[src/rtl/adder_pkg.sv]
// Shared definitions for the registered ripple-carry adder family.
package adder_pkg;

  localparam int ADDER_DEFAULT_WIDTH = 4;

  typedef struct packed {
    logic                           cout;
    logic [ADDER_DEFAULT_WIDTH-1:0] sum;
  } adder_result_t;

endpackage

[src/rtl/full_adder.sv]
// One-bit full adder cell; the ripple adder chains WIDTH of these.
module full_adder (
  input  logic a,
  input  logic b,
  input  logic cin,
  output logic s,
  output logic cout
);

  assign s    = a ^ b ^ cin;
  assign cout = (a & b) | (a & cin) | (b & cin);

endmodule

[src/rtl/four_bit_ripple_adder.sv]
// Registered ripple-carry adder: {cout, s} = a + b + cin, one cycle of latency.
// Define ADDER_SIGNED_OVF_EN to add a registered two's-complement overflow flag (ovf).
module four_bit_ripple_adder
  import adder_pkg::*;
#(
  parameter int WIDTH = ADDER_DEFAULT_WIDTH
) (
  input  logic             clk,
  input  logic             rst,
  input  logic             in_valid,
  input  logic [WIDTH-1:0] a,
  input  logic [WIDTH-1:0] b,
  input  logic             cin,
  output logic             out_valid,
  output logic [WIDTH-1:0] s,
`ifdef ADDER_SIGNED_OVF_EN
  output logic             cout,
  output logic             ovf
`else
  output logic             cout
`endif
);

  logic [WIDTH:0]   c;
  logic [WIDTH-1:0] sum;

  assign c[0] = cin;

  for (genvar i = 0; i < WIDTH; i++) begin : g_stage
    full_adder u_fa (
      .a    (a[i]),
      .b    (b[i]),
      .cin  (c[i]),
      .s    (sum[i]),
      .cout (c[i+1])
    );
  end

  // Result registers only load on valid input so idle cycles keep the last result.
  always_ff @(posedge clk) begin
    if (rst) begin
      out_valid <= 1'b0;
      s         <= '0;
      cout      <= 1'b0;
    end else begin
      out_valid <= in_valid;
      if (in_valid) begin
        s    <= sum;
        cout <= c[WIDTH];
      end
    end
  end

`ifdef ADDER_SIGNED_OVF_EN
  // Signed overflow: carry into the MSB differs from carry out of it.
  always_ff @(posedge clk) begin
    if (rst) begin
      ovf <= 1'b0;
    end else if (in_valid) begin
      ovf <= c[WIDTH] ^ c[WIDTH-1];
    end
  end
`endif

endmodule

[config.mk]
export PLATFORM = sky130hd
export DESIGN_NAME = four_bit_ripple_adder
export DESIGN_NICKNAME = d
export VERILOG_FILES = /design/src/rtl/adder_pkg.sv /design/src/rtl/full_adder.sv /design/src/rtl/four_bit_ripple_adder.sv
export SDC_FILE = /design/constraint.sdc
export NUM_CORES = 1
export LEC_CHECK = 0
export ABC_AREA = 1
export CELL_PAD_IN_SITES_DETAIL_PLACEMENT = 1
export CELL_PAD_IN_SITES_GLOBAL_PLACEMENT = 1
export CORE_MARGIN = 1.5
export CORE_UTILIZATION = 24
export CTS_CLUSTER_SIZE = 8
export DETAILED_ROUTE_END_ITERATION = 10
export PLACE_DENSITY_LB_ADDON = 0.1
export SKIP_LAST_GASP = 1
export SYNTH_ARGS = -nofsm -noshare
export SYNTH_HDL_FRONTEND = slang
export SYNTH_SLANG_ARGS = --single-unit
[constraint.sdc]
create_clock -name clk -period 3.41 [get_ports clk]
set_input_delay 1.023 -clock clk [delete_from_list [all_inputs] [get_ports clk]]
set_output_delay 1.023 -clock clk [all_outputs]
set_load 0.05 [all_outputs]
==> results of run 1 <==
[power groups by stage]
stage / clock network (mW) / registers (mW) / logic (mW)
2_1_floorplan: 0 / 0.102 / 0.0216
3_3_place_gp: 0 / 0.0803 / 0.0699
3_5_place_dp: 0 / 0.0805 / 0.0712
4_1_cts: 0.0646 / 0.0793 / 0.0724
5_1_grt: 0.0720 / 0.0794 / 0.0771
6_report: 0.0626 / 0.0792 / 0.0710
[critical path: stages]
cell             delay, ns
clkdlybuf4s50_1       0.39
inv_1                 0.08
fa_1                  0.16
inv_1                 0.05
fa_1                  0.37
fa_1                  0.36
inv_1                 0.08
fa_1                  0.40
nand2_1               0.07
inv_1                 0.04
nor2_1                0.08
[layer usage]
layer  part of all wire  vias up  GRT usage
met4              0.015        0     0.0776
met5                  0        -          0
li1                   -      148          -
met1               0.34      134     0.0759
met2               0.54       17      0.176
met3               0.10        2     0.0341
[worst max-delay path by stage]
stage	from	end	slack, ns	cells after the start
3_3_place_gp	a[0]	s[3]$_SDFFE_PP0P_	0.22	11
4_1_cts	a[0]	s[3]$_SDFFE_PP0P_	0.45	11
6_report	a[0]	s[3]$_SDFFE_PP0P_	0.47	11
2_1_floorplan	a[0]	s[3]$_SDFFE_PP0P_	0.71	10
3_5_place_dp	a[0]	s[3]$_SDFFE_PP0P_	0.20	11
5_1_grt	b[0]	s[3]$_SDFFE_PP0P_	0.36	11
[through the flow]
stage                     setup WS (ns)  utilization
after global placement            0.224        0.391
after CTS                         0.446        0.409
after global routing              0.359        0.409
final                             0.468        0.409
after detailed placement          0.201        0.391
after floorplan                   0.708            -
[cells in the final DEF, fill, tap and decap left out, drive strengths merged]
cell type	n
clkdlybuf4s50	17
nor2	10
fa	4
dfxtp	6
clkbuf	3
inv	10
nand2	5
o21ai	3
[sequential cells by signal, summed over array words and instances, names as in the netlist]
| signal | count |
|---|---|
| out_valid | 1 |
| s | 4 |
| cout | 1 |
[final cells by class]
class | instances | share of cell area
timing repair buffer | 17 | 0.324
multi-input combinational | 22 | 0.293
sequential | 6 | 0.229
inverter | 10 | 0.0762
clock buffer | 3 | 0.0429
tap | 15 | 0.0357
[logic make-up after synthesis]
group / count (synthesis) / synth area share
fa+ha+maj: 4 / 0.246
compound gates: 3 / 0.0461
simple gates: 15 / 0.181
flops: 6 / 0.369
buf+inv: 11 / 0.158
==> impl_results.md, run 1 <==
- Status: finished clean
- Worst Setup End Kind: flip-flop
- Cell with the most instances after synthesis: nor2_1
- Comb power frac: 0.334
- Final Setup Violations: 0
- Part of the power in the clock network: 0.294
- Max-cap violations: 0
- Post-Syn Nets: 55
- Setup TNS Final: 0 ns
- Post-route cell area: ~530 sq um
- Number of synthesized flops with an enable pin: 0
- Net Switching: between 60 and 70 uW
- Clk Latency, worst-skew pair: about 0.23 ns
- Startpoint Class: primary input
- Global placement routability congestion: approximately 0.65
- Worst r2r src: s[2]$_SDFFE_PP0P_
- Die ar.: 1590 sq um
- Synthesized netlist cell count: 39
- Root buf cell: clkbuf_4
- Initial antenna violation count: 0
- Antenna Nets Post-Route: 0
- Worst VDD drop: approximately 95 uV
- DRC: 0
- Hold-fix buffer count after cts: 0
- Core Area: 1280 sq um
- Initial core utilization: 0.253
- First-pass GRT wire length: slightly above 900 um
- Multi-input logic area: between 150 and 200 sq um
- Fin crit period: approximately 2.9 ns
- Total CTS buffers: 3
- Top post-synthesis cells by area: dfxtp_1, fa_1, nor2_1, inv_1, o21ai_1
- Largest net degree at the start of global routing: 10
- Top post-synthesis cells by count: nor2_1, inv_1, dfxtp_1
- Achievable Freq: between 300 and 400 MHz
- Sw Share: 0.311
- FF+latch area: roughly 120 sq um
- PostCTS Resize Cnt: 0
- Pwr/cell area: between 400 and 500 nW/um^2
- Area Overhead vs Synth: 61.5%
- Fin. max-slew vios: 0
- Max-slew headroom: 0.667
- Async SR Flop Fraction: 0
- Internal power: about 150 uW
- Worst Reg-to-Reg Cells: 2
- Final std cells w/o fill: 73
- Via count: between 300 and 400
- Postcts setup bufs: 0
- Clock tree buffer depth: 2
- Final hold vios: 0
- Main synth FF type: dfxtp_1
- Post-synth top area cell: dfxtp_1
- Port Buf Inserts: 17
- Max FO, Critical Path: 1
- Pwr Total: about 210 uW
- Pleak: about 0.25 nW
- Arrival time worst endpoint: 3.12 ns
- Chip width: 39.8 um
- Yosys reg bits: 6
- Vias in the first global route: approximately 250
- Initial DRT Pass Iterations: 3
- Syn_area_per_cell: 8.34 sq um
- Critical path type: in -> reg
- Mapped Area: 325 sq um
- Clock-pin slew on the worst setup and hold paths: 0.04 ns
- CTS sink cnt: 6
- Period Utilization, post-route: 0.863
- # diodes: 0
- Gr usage total: 0.0946
- CTS tree: yes
- Reg power frac: 0.372
- Hpwl dp: between 500 and 600 um
- Yosys Warn Count: 0
- Reg-to-reg slack, setup: about 2.8 ns
- Cell area after placement: 503 sq um
- Placed insts: 70
- Post-synth cell types: 9
- Hold Crit Start: cout$_SDFFE_PP0P_
- Total gr overflow: 0
- CTS H-tree lvls: 1
- Skew final: 0 ns
- Reg-to-Reg End: s[2]$_SDFFE_PP0P_
- Unrepaired setup endpoints after global routing: no
- WHS Endpoint: cout$_SDFFE_PP0P_
- Per-cell routed wire length: roughly 9.1 um
- Worst hold slack: around 0.48 ns
- DRT iter0 DRCs: 4
- Die Y-Extent: approximately 40 um
- IO Pins: 18
- Drt via density: around 4.1
- Hold path cells: 2
- Worst-Margin Slew: about 0.50 ns
- Net count, final: between 70 and 80
- Min-delay worst type: reg -> reg
- CP Data Required Time: around 3.6 ns
- Layout cells sized above 1: 0.0862
- Area fraction of the dominant cell type after synthesis: 0.369
- Sequential share of the synthesized area: 0.369
- Row Count: 13
- Post-Route WL: approximately 660 um
- Number of fill cells: 154
(Power assumes the default switching activity.)
==> run 2: changes to the inputs <==
--- a/config.mk
+++ b/config.mk
@@ -12,6 +12,7 @@
 export CORE_UTILIZATION = 24
 export CTS_CLUSTER_SIZE = 8
 export DETAILED_ROUTE_END_ITERATION = 10
+export GPL_ROUTABILITY_DRIVEN = 0
 export PLACE_DENSITY_LB_ADDON = 0.1
 export SKIP_LAST_GASP = 1
 export SYNTH_ARGS = -nofsm -noshare
==> results of run 2 <==
No change in the layout: final DEF, timing and power equal those of run 1.
